<file path="src/rtl/alu_cmd_issuer_if.sv">
// Command, ALU-drive and result streams of the ALU command issuer, bundled with issuer/environment modports.
interface alu_cmd_issuer_if #(
  parameter int N  = 32,
  parameter int TW = 4,
  parameter int CW = 16
);
  logic          cmd_valid;
  logic          cmd_ready;
  logic [2:0]    cmd_opc;
  logic [N-1:0]  cmd_a;
  logic [N-1:0]  cmd_b;
  logic [TW-1:0] cmd_tag;

  logic [2:0]    alu_opc;
  logic [N-1:0]  alu_a;
  logic [N-1:0]  alu_b;
  logic [N-1:0]  alu_out;
  logic          alu_zero;

  logic          res_valid;
  logic          res_ready;
  logic [N-1:0]  res_data;
  logic          res_zero;
  logic          res_err;
  logic [TW-1:0] res_tag;
  logic [CW-1:0] ops_done;

  modport master (
    input  cmd_valid, cmd_opc, cmd_a, cmd_b, cmd_tag,
    output cmd_ready,
    output alu_opc, alu_a, alu_b,
    input  alu_out, alu_zero,
    output res_valid, res_data, res_zero, res_err, res_tag, ops_done,
    input  res_ready
  );

  modport slave (
    output cmd_valid, cmd_opc, cmd_a, cmd_b, cmd_tag,
    input  cmd_ready,
    input  alu_opc, alu_a, alu_b,
    output alu_out, alu_zero,
    input  res_valid, res_data, res_zero, res_err, res_tag, ops_done,
    output res_ready
  );
endinterface

</file>
<file path="src/rtl/alu_cmd_issuer.sv">
// Generic pointer-based FIFO plus the ALU command issuer that drains it into a registered result stage.

// Purpose: DEPTH-entry FIFO with (log2(DEPTH)+1)-bit pointers; full/empty from MSB compare.
// Latency: write visible at the head one edge after push into an empty FIFO.
// Backpressure: push ignored when full, pop ignored when empty; no same-cycle bypass.
module alu_cmd_issuer_fifo #(
  parameter int W     = 8,
  parameter int DEPTH = 4
) (
  input  logic         clk,
  input  logic         rst,
  input  logic         push,
  input  logic [W-1:0] wr_dat,
  input  logic         pop,
  output logic [W-1:0] rd_dat,
  output logic         full,
  output logic         empty
);
  localparam int AW = $clog2(DEPTH);
  localparam logic [AW:0] PTR_ONE = 1;

  logic [AW:0]  wr_ptr_q, wr_ptr_d;
  logic [AW:0]  rd_ptr_q, rd_ptr_d;
  logic [W-1:0] mem_q [DEPTH];
  logic [W-1:0] mem_d [DEPTH];

  assign empty  = (wr_ptr_q == rd_ptr_q);
  assign full   = (wr_ptr_q[AW] != rd_ptr_q[AW]) && (wr_ptr_q[AW-1:0] == rd_ptr_q[AW-1:0]);
  assign rd_dat = mem_q[rd_ptr_q[AW-1:0]];

  always_comb begin
    mem_d    = mem_q;
    wr_ptr_d = wr_ptr_q;
    rd_ptr_d = rd_ptr_q;
    if (push && !full) begin
      mem_d[wr_ptr_q[AW-1:0]] = wr_dat;
      wr_ptr_d                = wr_ptr_q + PTR_ONE;
    end
    if (pop && !empty) begin
      rd_ptr_d = rd_ptr_q + PTR_ONE;
    end
  end

  always_ff @(posedge clk or negedge rst) begin
    if (!rst) begin
      wr_ptr_q <= '0;
      rd_ptr_q <= '0;
      for (int i = 0; i < DEPTH; i++) mem_q[i] <= '0;
    end else begin
      wr_ptr_q <= wr_ptr_d;
      rd_ptr_q <= rd_ptr_d;
      mem_q    <= mem_d;
    end
  end
endmodule

// Purpose: queue ALU commands, drive the head onto an external combinational ALU, register tagged results.
// Latency: command pushed at edge k into an idle issuer -> res_valid after edge k+1; 1 result/cycle sustained.
// Backpressure: cmd_ready = !full (no bypass); result held stable while res_valid && !res_ready.
module alu_cmd_issuer #(
  parameter int N     = 32,
  parameter int DEPTH = 4,
  parameter int TW    = 4,
  parameter int CW    = 16
) (
  input  logic           clk,
  input  logic           rst,
  alu_cmd_issuer_if.master bus
);
  typedef struct packed {
    logic [2:0]    opc;
    logic [N-1:0]  a;
    logic [N-1:0]  b;
    logic [TW-1:0] tag;
  } cmd_t;

  typedef enum logic {
    S_EMPTY = 1'b0,
    S_FULL  = 1'b1
  } state_t;

  localparam logic [CW-1:0] CNT_ONE = 1;

  cmd_t          wr_cmd;
  cmd_t          head;
  logic          fifo_full;
  logic          fifo_empty;
  logic          push;
  logic          capture;
  logic          illegal;
  logic          res_fire;

  state_t        state_q,    state_d;
  logic [N-1:0]  res_data_q, res_data_d;
  logic          res_zero_q, res_zero_d;
  logic          res_err_q,  res_err_d;
  logic [TW-1:0] res_tag_q,  res_tag_d;
  logic [CW-1:0] ops_done_q, ops_done_d;

  always_comb begin
    wr_cmd.opc = bus.cmd_opc;
    wr_cmd.a   = bus.cmd_a;
    wr_cmd.b   = bus.cmd_b;
    wr_cmd.tag = bus.cmd_tag;
  end

  alu_cmd_issuer_fifo #(
    .W     ($bits(cmd_t)),
    .DEPTH (DEPTH)
  ) u_cmd_fifo (
    .clk    (clk),
    .rst    (rst),
    .push   (push),
    .wr_dat (wr_cmd),
    .pop    (capture),
    .rd_dat (head),
    .full   (fifo_full),
    .empty  (fifo_empty)
  );

  assign push          = bus.cmd_valid && !fifo_full;
  assign bus.cmd_ready = !fifo_full;

  // The ALU sees quiet zeros whenever there is nothing to issue.
  assign bus.alu_opc = fifo_empty ? 3'b000 : head.opc;
  assign bus.alu_a   = fifo_empty ? '0     : head.a;
  assign bus.alu_b   = fifo_empty ? '0     : head.b;

  assign illegal  = (head.opc[2:1] == 2'b11);
  assign res_fire = (state_q == S_FULL) && bus.res_ready;
  assign capture  = !fifo_empty && ((state_q == S_EMPTY) || bus.res_ready);

  always_comb begin
    state_d    = state_q;
    res_data_d = res_data_q;
    res_zero_d = res_zero_q;
    res_err_d  = res_err_q;
    res_tag_d  = res_tag_q;
    ops_done_d = ops_done_q;

    case (state_q)
      S_EMPTY: if (capture) state_d = S_FULL;
      S_FULL:  if (bus.res_ready && !capture) state_d = S_EMPTY;
      default: state_d = S_EMPTY;
    endcase

    if (capture) begin
      res_data_d = illegal ? '0   : bus.alu_out;
      res_zero_d = illegal ? 1'b0 : bus.alu_zero;
      res_err_d  = illegal;
      res_tag_d  = head.tag;
    end

    if (res_fire) ops_done_d = ops_done_q + CNT_ONE;
  end

  always_ff @(posedge clk or negedge rst) begin
    if (!rst) begin
      state_q    <= S_EMPTY;
      res_data_q <= '0;
      res_zero_q <= 1'b0;
      res_err_q  <= 1'b0;
      res_tag_q  <= '0;
      ops_done_q <= '0;
    end else begin
      state_q    <= state_d;
      res_data_q <= res_data_d;
      res_zero_q <= res_zero_d;
      res_err_q  <= res_err_d;
      res_tag_q  <= res_tag_d;
      ops_done_q <= ops_done_d;
    end
  end

  assign bus.res_valid = (state_q == S_FULL);
  assign bus.res_data  = res_data_q;
  assign bus.res_zero  = res_zero_q;
  assign bus.res_err   = res_err_q;
  assign bus.res_tag   = res_tag_q;
  assign bus.ops_done  = ops_done_q;
endmodule
</file>
<file path="src/flat_wrapper.sv">
// flat-port wrapper written by rule: the top's interface ports become plain ports
module alu_cmd_issuer_flat 
#(
  parameter int N     = 32,
  parameter int DEPTH = 4,
  parameter int TW    = 4,
  parameter int CW    = 16
)
  (clk, rst, bus_cmd_valid, bus_cmd_opc, bus_cmd_a, bus_cmd_b, bus_cmd_tag, bus_cmd_ready, bus_alu_opc, bus_alu_a, bus_alu_b, bus_alu_out, bus_alu_zero, bus_res_valid, bus_res_data, bus_res_zero, bus_res_err, bus_res_tag, bus_ops_done, bus_res_ready);
  alu_cmd_issuer_if #(.N(N), .TW(TW), .CW(CW)) bus_i ();
  input  logic clk;
  input  logic rst;
  input wire logic [$bits(bus_i.cmd_valid)-1:0] bus_cmd_valid;
  input wire logic [$bits(bus_i.cmd_opc)-1:0] bus_cmd_opc;
  input wire logic [$bits(bus_i.cmd_a)-1:0] bus_cmd_a;
  input wire logic [$bits(bus_i.cmd_b)-1:0] bus_cmd_b;
  input wire logic [$bits(bus_i.cmd_tag)-1:0] bus_cmd_tag;
  output wire logic [$bits(bus_i.cmd_ready)-1:0] bus_cmd_ready;
  output wire logic [$bits(bus_i.alu_opc)-1:0] bus_alu_opc;
  output wire logic [$bits(bus_i.alu_a)-1:0] bus_alu_a;
  output wire logic [$bits(bus_i.alu_b)-1:0] bus_alu_b;
  input wire logic [$bits(bus_i.alu_out)-1:0] bus_alu_out;
  input wire logic [$bits(bus_i.alu_zero)-1:0] bus_alu_zero;
  output wire logic [$bits(bus_i.res_valid)-1:0] bus_res_valid;
  output wire logic [$bits(bus_i.res_data)-1:0] bus_res_data;
  output wire logic [$bits(bus_i.res_zero)-1:0] bus_res_zero;
  output wire logic [$bits(bus_i.res_err)-1:0] bus_res_err;
  output wire logic [$bits(bus_i.res_tag)-1:0] bus_res_tag;
  output wire logic [$bits(bus_i.ops_done)-1:0] bus_ops_done;
  input wire logic [$bits(bus_i.res_ready)-1:0] bus_res_ready;
  assign bus_i.cmd_valid = bus_cmd_valid;
  assign bus_i.cmd_opc = bus_cmd_opc;
  assign bus_i.cmd_a = bus_cmd_a;
  assign bus_i.cmd_b = bus_cmd_b;
  assign bus_i.cmd_tag = bus_cmd_tag;
  assign bus_cmd_ready = bus_i.cmd_ready;
  assign bus_alu_opc = bus_i.alu_opc;
  assign bus_alu_a = bus_i.alu_a;
  assign bus_alu_b = bus_i.alu_b;
  assign bus_i.alu_out = bus_alu_out;
  assign bus_i.alu_zero = bus_alu_zero;
  assign bus_res_valid = bus_i.res_valid;
  assign bus_res_data = bus_i.res_data;
  assign bus_res_zero = bus_i.res_zero;
  assign bus_res_err = bus_i.res_err;
  assign bus_res_tag = bus_i.res_tag;
  assign bus_ops_done = bus_i.ops_done;
  assign bus_i.res_ready = bus_res_ready;
  alu_cmd_issuer #(.N(N), .DEPTH(DEPTH), .TW(TW), .CW(CW)) u_core (.clk(clk), .rst(rst), .bus(bus_i));
endmodule
</file>
<file path="config.mk">
export PLATFORM = sky130hd
export DESIGN_NAME = alu_cmd_issuer_flat
export DESIGN_NICKNAME = d
export VERILOG_FILES = /design/src/rtl/alu_cmd_issuer_if.sv /design/src/rtl/alu_cmd_issuer.sv /design/src/flat_wrapper.sv
export SDC_FILE = /design/constraint.sdc
export NUM_CORES = 1
export LEC_CHECK = 0
export ABC_AREA = 1
export BUFFER_PORTS_ARGS = -buffer_cell sky130_fd_sc_hd__buf_2
export CORE_MARGIN = 2
export CORE_UTILIZATION = 30
export DETAILED_ROUTE_END_ITERATION = 16
export SYNTH_ARGS = -nofsm -noshare
export SYNTH_HDL_FRONTEND = slang
export SYNTH_SLANG_ARGS = --single-unit
</file>
<file path="constraint.sdc">
create_clock -name clk -period 2.4 [get_ports clk]
set_clock_uncertainty 0.05 [all_clocks]
set_input_delay 0.24 -clock clk [delete_from_list [all_inputs] [get_ports clk]]
set_output_delay 0.24 -clock clk [all_outputs]
set_load 0.01 [all_outputs]
</file>
# Word-level counts from Yosys, hierarchy flattened
# Cells that the tools add are included.
totals:
  register_bits: 345
  input_bits: 108
  output_inout_bits: 123
  word_cells: 51
classes:
  add_sub_neg: 3
  magnitude_cmp: 3
  n_eq_ne: 4
  muxes: 14
  n_bitwise: 3
  n_reduce_logical: 12
ops:
  columns: ["op", "n"]
  rows:
  - ["$bwmux W284", 1]
  - ["$mux W71", 3]
  - ["$bmux W71 S2", 1]
  - ["$demux W71 S2", 1]
  - ["$mux W32", 3]
  - ["$add A16 B1 Y16 const B", 1]
  - ["$logic_and A1 B1 Y1", 8]
  - ["$add A3 B1 Y3 const B", 2]
  - ["$ge A3 B3 Y1 const B", 2]
  - ["$not A2 Y3", 2]
  - ["$eq A3 B3 Y1", 1]
  - ["$logic_not A1 Y1", 3]
  - ["$lt A3 B1 Y1 const B", 1]
  - ["$mux W1", 3]
  - ["$mux W3", 1]
  - ["$eq A2 B2 Y1", 1]
  - ["$eq A2 B2 Y1 const B", 1]
  - ["$pmux W1 S2", 1]
  - ["$logic_or A1 B1 Y1", 1]
  - ["$ne A1 B1 Y1", 1]
  - ["$not A1 Y1", 1]

# Longest topological paths before layout
depth:
  depth_word: 7
  ltp_mapped: 11
  depth_no_buf: 9

# By module
# A second synthesis with hierarchy kept.
hier_totals:
  cells_unflattened: 2135
  hier_area_um2: 16749.8
modules_own_cells:
  columns: ["module", "instances", "cells_each", "area_per_inst_um2", "seq_area_each_um2"]
  rows:
  - ["alu_cmd_issuer_fifo", 1, 1715, 13877.1, 7257.0]
  - ["alu_cmd_issuer", 1, 420, 2872.8, 1376.3]

# Least setup slack after synthesis
# No wires, ideal clock.
synth_timing:
  kind: "reg2out"
  start: "register u_core.u_cmd_fifo.rd_ptr_q[0]"
  end: "output bus_alu_a[0]"
  arrival_time_ns: 1.382
  required_ns: 2.110
  path_slack_ns: 0.728
  stages_incl_launch_ff: 9
  n_path_buf: 3
  cell_sequence: "dfrtp_1 > buf_6 > inv_4 > buf_2 > clkbuf_1 > nor2_1 > o22ai_1 > nand2_1 > inv_1"
synth_via:
  elab_chain_len: 5
  elab_cells_between_ends: 6
  classes_between: "eq/ne (1); mux (4); bitwise (1)"
synth_lines:
  columns: ["item", "line_no", "rtl"]
  rows:
  - ["from (decl)", "alu_cmd_issuer.sv:23", "logic [AW:0] rd_ptr_q, rd_ptr_d;"]
  - ["from (signal assigned)", "alu_cmd_issuer.sv:51", "rd_ptr_q <= rd_ptr_d;"]
  - ["$not A2 Y3 (not written as such)", "alu_cmd_issuer.sv:29", "assign rd_dat = mem_q[rd_ptr_q[AW-1:0]];"]
  - ["$bmux W71 S2", "alu_cmd_issuer.sv:29", null]
  - ["$mux W71 (not written as such) (2 in series)", "alu_cmd_issuer.sv:29", null]
  - ["$mux W32 (*)", "alu_cmd_issuer.sv:126", "assign bus.alu_a = fifo_empty ? '0 : head.a;"]
  - ["to (decl)", "flat_wrapper.sv:20", "output wire logic [$bits(bus_i.alu_a)-1:0] bus_alu_a;"]
# Mark *: on every way between the ends. The rest lies on a longest branch, timed or not. The select of a mux whose other input is x is not followed.

# Final worst setup path
layout_timing:
  start: "register u_core.u_cmd_fifo.rd_ptr_q[1]"
  end: "output bus_alu_a[10]"
# Same word-level chain as after synthesis.

==> out/results.ini <==
[finish]
fill_cells=5157
nets=2290
area_growth_syn_to_layout_pct=32.0
final-seq-area_sq_mm=0.00864
drive_gt1_share_pct=19.4
fin_cells=2887
multiInputGateArea_sq_mm=0.00571
fin_area_sq_mm=0.0207

[route]
viasPerCell=4.88
wire_per_inst_microns=17.6
final_antenna_net_count=0
firstDrtPassIters=5
drc=0
wl_microns=50800
num_vias=14100
drt-initial-drc-count=1170

[power]
p_leak_nw=10.5
power_frac_clock_pct=21.4
intPower_w=0.0184
netSwitchingPower_w=0.0128
p_per_area_mw_per_mm2=1510
p_comb_share_pct=46.9
ir_drop_uv=872
pwr-share-seq_pct=31.7
switching_share_pct=41.1

[min_path]
min_from=bus_res_ready
whs_path_depth=4
whs_endpoint=u_core.bus.res_valid$_DFF_PN0_
hp-class=primary input to register

[grt]
grt-ovfl-total=0
grt_max_degree=83
grt_usage_pct=16.1
grt_pass1_wl_microns=70600
antenna_found_initial=2
grt_pass1_vias=13300

[floorplanning]
pin_count=231
dieHeight_microns=233
dieWidth_microns=233
start_util_pct=30.4
row_count=83
core_sq_mm=0.0515
die_area_sq_mm=0.0541

[cts]
clockBufferDepth=3
htree_levels=2
clock-sinks=345
cts_tree=done
numCtsBuffers=42
clkTransAtPathRegs_ps=60
ctsRootBufferMaster=clkbuf_16
clock_latency_ps=550

[sta]
worst_pin_slew_ps=672
rsz0062_at_grt=true
slew_headroom_pct=55.2
fmax_mhz=422
hold_violations=0
period_needed_ps=2370
finalCritPeriodShare_pct=98.7
slew_violations=0
setup_viol=0
hold_ws_ps=56.1

[critical_path]
end_kind=output pin
cp_max_fo=36
reg2reg_slack_ps=300
critPathRequiredTime_ps=2110
r2r-end=u_core.bus.res_data[1]$_DFFE_PN0P_
cp_slowest_cell=dfrtp_2
cp-start-kind=register
crit_chain=buf_4 > clkbuf_16 > o21ai_0 > o22ai_1 > nand2_1 > inv_1 > buf_2
critical_path_class=register to output pin
cpPeakStageDelay_ps=460
r2r-start=u_core.u_cmd_fifo.rd_ptr_q[1]$_DFFE_PN0P_
cp.arrival_ps=2080
worstRegToRegCells=10

[synth]
ys_ff_latch=345
synthAdderAreaFrac_pct=0.479
synth_cells=1847
synth_nets=1961
yosysMostFrequentCell=nand2_1
yosys.area_share.xor_xnor_pct=0.782
synthTopCellsByArea=dfrtp_1, nand2_1, o21ai_0, o21ai_1, inv_1
synth_edf_count=0
synth_warnings=0
synth_commonest_cells=nand2_1, dfrtp_1, o21ai_0, inv_1, nor2_1
synth_cell_types=24
yosys.area_share.simple_pct=17.8
synth_area_per_cell_sq_um=8.49
async_flop_share_pct=100
synthMuxAreaShare_pct=0
synth_top_family_by_area=simple AND/OR/NAND/NOR gates
yosysTopAreaCell=dfrtp_1
synth_top_area_share_pct=55.1
syn_area_sq_mm=0.0157
synth_ff_type=dfrtp_1
synth-seq-area-share_pct=55.1
synth-compound-area-share_pct=17.0

[place]
place_congestion=0.772
dp.final_hpwl_microns=25500
dpl.cell_count=2667
place_area_sq_mm=0.0174
portBuffers=230

[job]
drv_cap=0

[run_status]
status=complete, no violations

[cells in the final DEF (no fill, tap or decap), types with 5 or more instances in the layout]
cell type and instances:
o21ai_0 262, buf_6 7, nand4_1 5, buf_4 25
dlygate4sd3_1 106, clkinv_2 6, dfrtp_1 341, nand3_4 6
xnor2_1 5, ha_1 6, clkbuf_16 61, o22ai_1 66
inv_2 5, clkbuf_1 8, o21ai_1 132, nor2_1 148
clkbuf_8 8, inv_1 155, buf_16 6, bufinv_16 5
buf_12 18, o21ai_2 31, nand3_1 40, nand2_1 492
buf_2 229, nand2_2 7, xor2_1 9
[power groups by stage]
stage,logic [W],clock network (W),registers [W]
after floorplan,0.00831,0,0.00975
after global placement,0.0122,0,0.00982
after detailed placement,0.0124,0,0.00990
after CTS,0.0126,0.00683,0.00984
after global routing,0.0162,0.00709,0.0102
final,0.0146,0.00668,0.00990
[cell type report]
cell class	instances	share of cell area [%]
Multi-Input combinational cell	1216	27.6
Clock inverter	11	0.870
Inverter	162	3.02
Clock buffer	61	6.12
Sequential cell	345	41.7
Timing Repair Buffer	409	16.6
Antenna cell	3	0.0363
Tap cell	680	4.11
[kinds of logic after synthesis]
logic type | after synthesis
xor+xnor | 14
fa+ha+maj | 6
simple gates | 702
compound gates | 494
buf+inv | 286
flops | 345
[layer usage]
layer	track usage (%)	part of all wire (%)	up-vias
met5	0	0	-
li1	-	-	6652
met3	3.30	6.6	109
met2	25.9	46	504
met4	5.47	3.1	0
met1	21.6	44	6817
[worst max-delay path: cells and delay by family (launching register included)]
kind	cells	cell delay, ps
buffers and inverters	4	630
flip-flops	1	460
AND/OR/NAND/NOR	1	80
AO/OA/AOI/OAI	2	330
[how the worst max path moves through the flow]
stage / slack (ps) / to / start / cells after the start
CTS: -40 / bus_alu_b[29] / u_core.u_cmd_fifo.rd_ptr_q[0]$_DFFE_PN0P_ / 7
floorplan: 730 / bus_alu_a[0] / u_core.u_cmd_fifo.rd_ptr_q[0]$_DFFE_PN0P_ / 8
finish: 30 / bus_alu_a[10] / u_core.u_cmd_fifo.rd_ptr_q[1]$_DFFE_PN0P_ / 7
global placement: 420 / u_core.bus.res_data[8]$_DFFE_PN0P_ / u_core.u_cmd_fifo.rd_ptr_q[0]$_DFFE_PN0P_ / 10
detailed placement: 380 / u_core.bus.res_data[30]$_DFFE_PN0P_ / u_core.u_cmd_fifo.rd_ptr_q[0]$_DFFE_PN0P_ / 10
global route: -50 / bus_alu_a[25] / u_core.u_cmd_fifo.rd_ptr_q[0]$_DFFE_PN0P_ / 7
[through the flow]
step                TNS [ps]  worst slack, ps  total power (W)  utilization [%]
floorplan                  0              728           0.0181                -
CTS                     -139            -37.1           0.0293             38.7
global route            -536            -45.6           0.0335             40.2
finish                     0             30.3           0.0312             40.2
global placement           0              423           0.0220             33.8
detailed placement         0              383           0.0223             33.8
[state kept, by name, indices dropped and copies added (netlist names)]
name                        count
u_core.u_cmd_fifo.mem_q       284
u_core.bus.res_data            32
u_core.bus.ops_done            16
u_core.bus.res_tag              4
u_core.u_cmd_fifo.rd_ptr_q      3
u_core.u_cmd_fifo.wr_ptr_q      3
u_core.bus.res_err              1
u_core.bus.res_valid            1
u_core.bus.res_zero             1
[what timing repair did]
action / CTS / global route
setup buffers: 0 / 16
hold buffers: 106 / 0
gates resized for setup: 6 / 35
endpoints found under the setup margin: 46 / 66
pin swaps: 0 / 6
hold endpoints to repair: 366 / 0
gates cloned: 0 / 23
Power figures use the tool's default switching activity.
